<file path="src/rtl/kl_pipe_pkg.sv">
`default_nettype none
// ============================================================================
//  Module      : kl_pipe_pkg
//  Description : Shared types and constants for the Kaiserlake 5-stage
//                pipeline hazard/forwarding control.
//  Revision    : 1.0  initial release
// ============================================================================
package kl_pipe_pkg;

    // Hazard sequencer states; MEMWAIT remembers the interrupted state separately
    typedef enum logic [1:0] {
        HZ_RUN     = 2'd0,
        HZ_LDSTALL = 2'd1,
        HZ_MEMWAIT = 2'd2,
        HZ_BRFLUSH = 2'd3
    } hz_state_e;

    // Pipeline stage indices (S0 decode .. S4 register write)
    localparam int S_DECODE  = 0;
    localparam int S_READREG = 1;
    localparam int S_EXEC    = 2;
    localparam int S_MEMACC  = 3;
    localparam int S_REGWRT  = 4;

    // Larger of two integers, used to size the shared down-counter
    function automatic int hz_max(input int a, input int b);
        return (a > b) ? a : b;
    endfunction

endpackage
`default_nettype wire

</file>
<file path="src/rtl/pipeline_fwd_mux.sv">
`default_nettype none
// ============================================================================
//  Module      : pipeline_fwd_mux
//  Description : Priority operand select for one source register: youngest
//                forwarding tap first, then writeback, else register file.
//  Revision    : 1.0  initial release
// ============================================================================
module pipeline_fwd_mux #(
    parameter int DATA_W     = 16,
    parameter int REG_W      = 3,
    parameter int FWD_STAGES = 2
) (
    input  logic [REG_W-1:0]             i_src_num,
    input  logic                         i_src_used,
    input  logic [DATA_W-1:0]            i_rf_data,
    input  logic [FWD_STAGES*REG_W-1:0]  i_fwd_num,
    input  logic [FWD_STAGES-1:0]        i_fwd_write,
    input  logic [FWD_STAGES*DATA_W-1:0] i_fwd_data,
    input  logic [REG_W-1:0]             i_wb_num,
    input  logic                         i_wb_write,
    input  logic [DATA_W-1:0]            i_wb_data,
    output logic [DATA_W-1:0]            o_op_data
);

    logic [DATA_W-1:0] w_sel;

    // Oldest source applied first so younger matches overwrite it; tap 0 wins last
    always_comb begin
        w_sel = i_rf_data;
        if (i_src_used) begin
            if (i_wb_write && (i_wb_num == i_src_num))
                w_sel = i_wb_data;
            for (int t = FWD_STAGES - 1; t >= 0; t--) begin
                if (i_fwd_write[t] && (i_fwd_num[t*REG_W +: REG_W] == i_src_num))
                    w_sel = i_fwd_data[t*DATA_W +: DATA_W];
            end
        end
    end

    assign o_op_data = w_sel;

endmodule
`default_nettype wire

</file>
<file path="src/rtl/pipeline_hazard_unit.sv">
`default_nettype none
// ============================================================================
//  Module      : pipeline_hazard_unit
//  Description : Hazard/forwarding controller: operand forwarding, load-use
//                stalls, branch squash bubbles, memory wait-states and
//                saturating stall/flush statistics.
//  Revision    : 1.0  initial release
// ============================================================================
module pipeline_hazard_unit
    import kl_pipe_pkg::*;
#(
    parameter int DATA_W     = 16,
    parameter int REG_W      = 3,
    parameter int NUM_SRC    = 3,
    parameter int FWD_STAGES = 2,
    parameter int NSTAGE     = 5,
    parameter int LD_LAT     = 2,
    parameter int BR_BUBBLES = 2,
    parameter int CNT_W      = 16
) (
    input  logic                         clk,
    input  logic                         rst,
    input  logic [NUM_SRC*REG_W-1:0]     src_num,
    input  logic [NUM_SRC-1:0]           src_used,
    input  logic [NUM_SRC*DATA_W-1:0]    rf_data,
    input  logic [FWD_STAGES*REG_W-1:0]  fwd_num,
    input  logic [FWD_STAGES-1:0]        fwd_write,
    input  logic [FWD_STAGES*DATA_W-1:0] fwd_data,
    input  logic [REG_W-1:0]             wb_num,
    input  logic                         wb_write,
    input  logic [DATA_W-1:0]            wb_data,
    input  logic                         ld_pending,
    input  logic [REG_W-1:0]             ld_num,
    input  logic                         branch_taken,
    input  logic                         mem_busy,
    output logic [NUM_SRC*DATA_W-1:0]    op_data,
    output logic                         update_s1,
    output logic [NSTAGE-2:0]            flush,
    output logic [NSTAGE-2:0]            hold,
    output logic [CNT_W-1:0]             stall_cnt,
    output logic [CNT_W-1:0]             flush_cnt
);

    localparam int C_CNT_MAX = hz_max(LD_LAT, BR_BUBBLES);
    localparam int C_CW      = $clog2(C_CNT_MAX + 1);
    // flush/hold bit i controls stage S(i+1)
    localparam int C_FB_S1   = S_READREG - 1;
    localparam int C_FB_S2   = S_EXEC - 1;

    hz_state_e         r_state, r_saved;
    logic [C_CW-1:0]   r_cnt;
    logic [CNT_W-1:0]  r_stall_cnt, r_flush_cnt;

    hz_state_e         w_cur, w_nstate, w_nsaved;
    logic [C_CW-1:0]   w_ncnt;
    logic              w_update, w_br_evt, w_ld_hit;
    logic [NSTAGE-2:0] w_flush, w_hold;

    // One priority forwarding mux per source operand
    generate
        for (genvar s = 0; s < NUM_SRC; s++) begin : g_fwd
            pipeline_fwd_mux #(
                .DATA_W     (DATA_W),
                .REG_W      (REG_W),
                .FWD_STAGES (FWD_STAGES)
            ) u_mux (
                .i_src_num   (src_num[s*REG_W +: REG_W]),
                .i_src_used  (src_used[s]),
                .i_rf_data   (rf_data[s*DATA_W +: DATA_W]),
                .i_fwd_num   (fwd_num),
                .i_fwd_write (fwd_write),
                .i_fwd_data  (fwd_data),
                .i_wb_num    (wb_num),
                .i_wb_write  (wb_write),
                .i_wb_data   (wb_data),
                .o_op_data   (op_data[s*DATA_W +: DATA_W])
            );
        end
    endgenerate

    // Load-use hazard: the S2 load targets any register S1 actually reads
    always_comb begin
        w_ld_hit = 1'b0;
        for (int s = 0; s < NUM_SRC; s++) begin
            if (src_used[s] && (src_num[s*REG_W +: REG_W] == ld_num))
                w_ld_hit = 1'b1;
        end
        w_ld_hit = w_ld_hit & ld_pending;
    end

    // Once memory is ready, MEMWAIT behaves exactly like the interrupted state
    assign w_cur = (r_state == HZ_MEMWAIT) ? r_saved : r_state;

    // Control outputs and next-state, priority rst > mem_busy > branch > load-use
    always_comb begin
        w_update = 1'b1;
        w_flush  = '0;
        w_hold   = '0;
        w_nstate = w_cur;
        w_nsaved = r_saved;
        w_ncnt   = r_cnt;
        w_br_evt = 1'b0;
        if (rst) begin
            w_update = 1'b0;
            w_flush  = '1;
        end else if (mem_busy) begin
            w_update = 1'b0;
            w_hold   = '1;
            w_nstate = HZ_MEMWAIT;
            w_nsaved = w_cur;
        end else if (branch_taken) begin
            w_flush[C_FB_S1] = 1'b1;
            w_flush[C_FB_S2] = 1'b1;
            w_br_evt         = 1'b1;
            if (BR_BUBBLES > 0) begin
                w_nstate = HZ_BRFLUSH;
                w_ncnt   = C_CW'(BR_BUBBLES);
            end else begin
                w_nstate = HZ_RUN;
                w_ncnt   = '0;
            end
        end else begin
            case (w_cur)
                HZ_BRFLUSH: begin
                    w_flush[C_FB_S1] = 1'b1;
                    if (r_cnt <= C_CW'(1)) begin
                        w_nstate = HZ_RUN;
                        w_ncnt   = '0;
                    end else begin
                        w_ncnt   = r_cnt - C_CW'(1);
                    end
                end
                HZ_LDSTALL: begin
                    w_update         = 1'b0;
                    w_hold[C_FB_S1]  = 1'b1;
                    w_flush[C_FB_S2] = 1'b1;
                    if (r_cnt <= C_CW'(1)) begin
                        w_nstate = HZ_RUN;
                        w_ncnt   = '0;
                    end else begin
                        w_ncnt   = r_cnt - C_CW'(1);
                    end
                end
                default: begin
                    w_nstate = HZ_RUN;
                    if (w_ld_hit) begin
                        w_update         = 1'b0;
                        w_hold[C_FB_S1]  = 1'b1;
                        w_flush[C_FB_S2] = 1'b1;
                        if (LD_LAT > 1) begin
                            w_nstate = HZ_LDSTALL;
                            w_ncnt   = C_CW'(LD_LAT - 1);
                        end
                    end
                end
            endcase
        end
    end

    // State, down-counter and saturating statistics registers
    always_ff @(posedge clk) begin
        if (rst) begin
            r_state     <= HZ_RUN;
            r_saved     <= HZ_RUN;
            r_cnt       <= '0;
            r_stall_cnt <= '0;
            r_flush_cnt <= '0;
        end else begin
            r_state <= w_nstate;
            r_saved <= w_nsaved;
            r_cnt   <= w_ncnt;
            if (!w_update && (r_stall_cnt != '1))
                r_stall_cnt <= r_stall_cnt + CNT_W'(1);
            if (w_br_evt && (r_flush_cnt != '1))
                r_flush_cnt <= r_flush_cnt + CNT_W'(1);
        end
    end

    assign update_s1 = w_update;
    assign flush     = w_flush;
    assign hold      = w_hold;
    assign stall_cnt = r_stall_cnt;
    assign flush_cnt = r_flush_cnt;

endmodule
`default_nettype wire

</file>
<file path="config.mk">
export PLATFORM = sky130hd
export DESIGN_NAME = pipeline_hazard_unit
export DESIGN_NICKNAME = d
export VERILOG_FILES = /design/src/rtl/kl_pipe_pkg.sv /design/src/rtl/pipeline_fwd_mux.sv /design/src/rtl/pipeline_hazard_unit.sv
export SDC_FILE = /design/constraint.sdc
export NUM_CORES = 1
export LEC_CHECK = 0
export BUFFER_PORTS_ARGS = -buffer_cell sky130_fd_sc_hd__buf_2
export CAP_MARGIN = 15
export CORE_UTILIZATION = 50
export CTS_CLUSTER_DIAMETER = 30
export CTS_CLUSTER_SIZE = 8
export DETAILED_ROUTE_END_ITERATION = 8
export PLACE_DENSITY = 0.93
export SLEW_MARGIN = 30
export SYNTH_ARGS = -nofsm -noshare
export SYNTH_HDL_FRONTEND = slang
export SYNTH_SLANG_ARGS = --single-unit
export TNS_END_PERCENT = 10
</file>
<file path="constraint.sdc">
create_clock -name clk -period 2.5 [get_ports clk]
set_input_delay 0 -clock clk [delete_from_list [all_inputs] [get_ports clk]]
set_output_delay 0 -clock clk [all_outputs]
set_load 0.1 [all_outputs]
</file>
## Word-level counts from Yosys, hierarchy flattened

Cells that the tools add are included.

- Register bits: 38
- Word-level logic and storage cells: 92

- $add $sub $neg: 3
- $lt $le $gt $ge: 1
- Eq/ne operators: 17
- Mux-type cells: 44
- Bitwise gates (word level): 2
- Reductions and logical operators: 19

Operators by type and width:

| kind | count |
|---|---|
| two-way mux 16 bit | 12 |
| equality test 3 bit | 12 |
| adder 16 x 1 -> 16 bit (second input constant) | 2 |
| != test 16 bit (second input constant) | 2 |
| two-way mux 2 bit | 13 |
| two-way mux 1 bit | 15 |
| logical AND 1 bit | 14 |
| equality test 2 bit (second input constant) | 2 |
| two-way mux 4 bit | 1 |
| one-hot mux 1 bit (2 select lines) | 2 |
| OR reduction 2 bit | 2 |
| two-way mux 3 bit | 1 |
| nonzero test 3 bit | 1 |
| equality test 2 x 1 -> 1 bit (second input constant) | 1 |
| <= comparator 2 x 1 -> 1 bit (second input constant) | 1 |
| AND reduction 2 bit | 1 |
| subtractor 2 x 1 -> 2 bit (second input constant) | 1 |
| bitwise AND 1 bit | 1 |
| zero test 1 bit | 1 |
| inverter 1 bit | 1 |

## Longest topological paths before layout

- Word-level depth: 13
- Depth in mapped cells: 9
- Gate-level depth less buffers: 7

## Modules after synthesis

Synthesis repeated with hierarchy kept, for this count alone.

- Cells, all modules: 633
- Area total of the unflattened synthesis: 4800.9 um^2

By module, submodules not included:

| module | instances | cells an instance | area an instance (um^2) | seq. area each (um^2) |
|---|---|---|---|---|
| pipeline_fwd_mux | 3 | 126 | 895.9 | 0.0 |
| pipeline_hazard_unit | 1 | 255 | 2113.3 | 760.7 |

## Worst setup path after synthesis

No wires, ideal clock.

- Path type: register to register
- Start: register r_state[1]
- End: register r_stall_cnt[15], in the netlist stall_cnt[15]
- Library setup time: 72 ps
- Arrival: 3441 ps
- Setup slack: -1012 ps
- Cell stages (with the launch flop): 6
- Path buffers: 0
- Clock period less this slack: 3512 ps
- Cell sequence: dfxtp_1 a21oi_1 nand4_1 o21ai_0 o21ai_0 a21oi_1

- Word-level cells in the longest chain between the ends: 9
- Elaborated cells on any way between the ends: 10

RTL lines:

| item | line | source |
|---|---|---|
| start, declared | pipeline_hazard_unit.sv:50 | `hz_state_e r_state, r_saved;` |
| start signal, assigned | pipeline_hazard_unit.sv:169 | `r_state <= w_nstate;` |
| equality test 2 bit | pipeline_hazard_unit.sv:92 | `assign w_cur = (r_state == HZ_MEMWAIT) ? r_saved : r_state;` |
| two-way mux 2 bit * | pipeline_hazard_unit.sv:92 |  |
| equality test 2 x 1 -> 1 bit or equality test 2 bit (tied branches) | pipeline_hazard_unit.sv:123 | `case (w_cur)` |
| one-hot mux 1 bit (2 select lines) * | pipeline_hazard_unit.sv:123 |  |
| two-way mux 1 bit * | pipeline_hazard_unit.sv:111 | `end else if (branch_taken) begin` |
| two-way mux 1 bit * | pipeline_hazard_unit.sv:106 | `end else if (mem_busy) begin` |
| two-way mux 1 bit * | pipeline_hazard_unit.sv:103 | `if (rst) begin` |
| via update_s1 | pipeline_hazard_unit.sv:37 | `output logic update_s1,` |
| zero test 1 bit * | pipeline_hazard_unit.sv:172 | `if (!w_update && (r_stall_cnt != '1))` |
| logical AND 1 bit * | pipeline_hazard_unit.sv:172 |  |
| end signal, assigned | pipeline_hazard_unit.sv:173 | `r_stall_cnt <= r_stall_cnt + CNT_W'(1);` |
| end, declared | pipeline_hazard_unit.sv:52 | `logic [CNT_W-1:0] r_stall_cnt, r_flush_cnt;` |

The timed path passes the listed nets; every way through them passes the cells marked *.
A chain may end at the register's enable or synchronous reset.

## Worst setup path after layout

- Start: register r_stall_cnt[0], in the netlist stall_cnt[0]
- End: register r_stall_cnt[9], in the netlist stall_cnt[9]

- Word-level cells in the longest chain between the ends: 2
- Elaborated cells on any way between the ends: 3

RTL lines:

| item |
|---|
| branches (longest 2 deep; another with adder 16 x 1 -> 16 bit) |

Parallel ways; which one is timed is not known.

==> results_dict.tcl <==
set metrics [dict create \
    status "complete, no violations" \
    ant_nets 0 \
    placed_cell_area_um2 5179 \
    tightest_slew_ns 0.6921 \
    fmax_mhz 468.5 \
    cp-start-kind "flop" \
    leakage_nw 2.968 \
    cp-end-kind "flop" \
    grt_pass1_vias 4877 \
    synthToLayoutAreaGrowth_pct 28.54 \
    yosys.cell_types.count 44 \
    ys_async_sr_fraction 0 \
    ctsHoldBuffers 0 \
    clk_pin_slew_ns 0.08 \
    drt_wl_total_um 14850 \
    grt_pass1_wl_um 22890 \
    cts_sinks 38 \
    layout.nets 827 \
    port_buffers 216 \
    grt_start_max_net_pins 33 \
    place_ws_ns 0.2637 \
    clockBufferDepth 2 \
    clock_latency_ns 0.30 \
    rsz0062_at_grt "no" \
    syn-instance-count 507 \
    drv_cap 0 \
    yosysSeqAreaShare 0.1836 \
    viasPerCell 6.343 \
    cts_tree "yes" \
    slowest_stage "dfxtp_1" \
    worstRegToRegCells 7 \
    holdCritPathClass "in2reg" \
    grt_usage 0.3272 \
    rows 32 \
    ir_drop_mv 0.4561 \
    period_minus_slack_ns 2.135 \
    synth_area_per_cell_um2 8.171 \
    via_count 5074 \
    slew_headroom 0.5386 \
    postLayoutSetupSlackWorst_ns 0.3655 \
    synth_area_um2 4143 \
    synth_area_leader_cell "dfxtp_1" \
    synth_edf_count 0 \
    start_util 0.5252 \
    slowest_delay_ns 0.46 \
    dieArea_um2 8654 \
    finalSetupTns_ns 0 \
    synthesis.nets 637 \
    gp_congestion 0.9419 \
    n_antenna_cell 0 \
    drtIter0Drc 423 \
    worst_ep_arrival_time_ns 2.33 \
    numCtsBuffers 5 \
    dr.pass1.iters 6 \
    drive_gt1_frac 0.3539 \
    grt-ovfl-total 0 \
    fin_crit_sh 0.8538 \
    yosysTopAreaCellShare 0.1836 \
    fin_worst_skew_ns 0.006631 \
    wire_per_inst_um 18.57 \
    crit_chain "ha_1 > nand2_1 > nor2_2 > nand4_1 > o211ai_4 > nor4_1 > mux2_2" \
    report.final.slew_viol_count 0 \
    stdcell_area_um2 5325 \
    cts_resized 0 \
    worstPathMaxFanout 27 \
    ys_top_cells_by_area "dfxtp_1 (18%), mux2i_1 (12%), a221o_1 (12%)" \
    io_pins 217 \
    setup_viol 0 \
    h-tree-depth 2 \
    hpwlAfterDp_um 11160 \
    core_um2 7888 \
    ys_ff_latch 38 \
    die_w_um 93.03 \
    totalPowerFinal_mw 2.818 \
    antenna_found_initial 0 \
    whs_path_depth 3 \
    critPathKind "reg2reg" \
    root_buffer "clkbuf_8" \
    drc 0 \
    fp.dieH_um 93.03 \
    synth_warnings 0 \
    ys.flop_type "dfxtp_1" \
    worstPathRequired_ns 2.69 \
    hold_violations 0 \
    power_density_nw_per_um2 529.2 \
    post-cts-setup-buffer-count 0 \
]
[stage by stage]
stage	cells	util	hold WS (ns)
floorplan	507	-	0.1745
global placement	792	0.6566	0.3479
detailed placement	792	0.6566	0.3618
CTS	800	0.6740	0.04016
global route	800	0.6751	0.08497
finish	800	0.6751	0.04429
[cell usage after synthesis, types with 4 or more instances]
cell,number
nand2_1,68
mux2i_1,50
a221o_1,48
o211a_1,48
xnor2_1,39
dfxtp_1,38
nor2_1,27
a21oi_1,21
nand4_1,19
buf_2,16
clkbuf_1,16
xor2_1,12
nand3_1,11
o21ai_1,10
or3_1,10
buf_6,8
inv_1,7
o21ai_0,7
o31ai_1,5
or4_1,5
and3_1,4
buf_4,4
[cell usage in the layout, fill, tap and decap left out, types with 2 or more instances in the layout]
cell	netlist	layout
buf_2	16	216
nand2_1	68	68
mux2i_1	50	50
o211a_1	48	48
a221o_1	48	48
xnor2_1	39	39
dfxtp_1	38	38
nor2_1	27	27
a21oi_1	21	21
nand4_1	19	19
xor2_1	12	12
o21ai_1	10	11
nand3_1	11	11
buf_4	4	11
or3_1	10	10
inv_1	7	7
o21ai_0	7	6
or4_1	5	5
clkbuf_8	0	5
and3_1	4	4
o31ai_1	5	4
clkinv_1	3	3
nand4_4	3	3
and2_1	3	3
nor2b_1	3	3
nand2b_1	3	3
a31oi_1	2	2
ha_1	2	2
bufinv_16	0	2
[power by group]
group	leakage (nW)	total [mW]	internal, mW	switching (mW)
registers	0.308	0.637	0.618	0.0186
clock network	0.0683	0.640	0.400	0.240
logic	2.59	1.54	0.376	1.17
total	2.97	2.82	1.39	1.42
[metal layers]
metal  up-vias  GRT usage  routed length (um)
li1       2309          -                   -
met1      2333     0.3884                5926
met2       356     0.5582                6955
met3        76    0.07642                1427
met4         0     0.1474                 544
met5         -          0                   0
[path summary, 6_finish.rpt]
kind / startpoint / to / slack [ns]
worst max-delay path: stall_cnt[0] / stall_cnt[9] / 0.37
worst min-delay path: branch_taken / r_cnt[1] / 0.04
worst max register to register: stall_cnt[0] / stall_cnt[9] / 0.37
worst min register to register: r_saved[0] / r_saved[0] / 0.51
[critical path, delay by kind of cell (launching register included)]
kind | cells | cell delay, ns
adders and majority gates | 1 | 0.24
AOI/OAI and AO/OA | 1 | 0.35
DFF | 1 | 0.46
and+or+nand+nor | 4 | 0.67
muxes | 1 | 0.29
[area by class of cell]
type                            instances  area, um^2
Inverter                               10       37.54
Multi-Input combinational cell        415        3098
Tap cell                              102       127.6
Fill cell                             640        2562
Sequential cell                        38       760.7
Timing Repair Buffer                  227        1164
Clock buffer                            5       68.82
Clock inverter                          3       68.82
[cell families (layout without fill, tap and decap cells)]
family	Yosys count	count (layout)	synth area share
mux	51	51	0.1235
fa+ha+maj	2	2	0.006040
xor+xnor	51	51	0.1078
buf+inv	54	245	0.07189
flops	38	38	0.1836
compound gates	147	147	0.3041
simple gates	164	164	0.2030
[flip-flops by register name, indices dropped and copies added (netlist names)]
name       cells
flush_cnt     16
r_cnt          2
r_saved        2
r_state        2
stall_cnt     16
(Power assumes the default switching activity.)
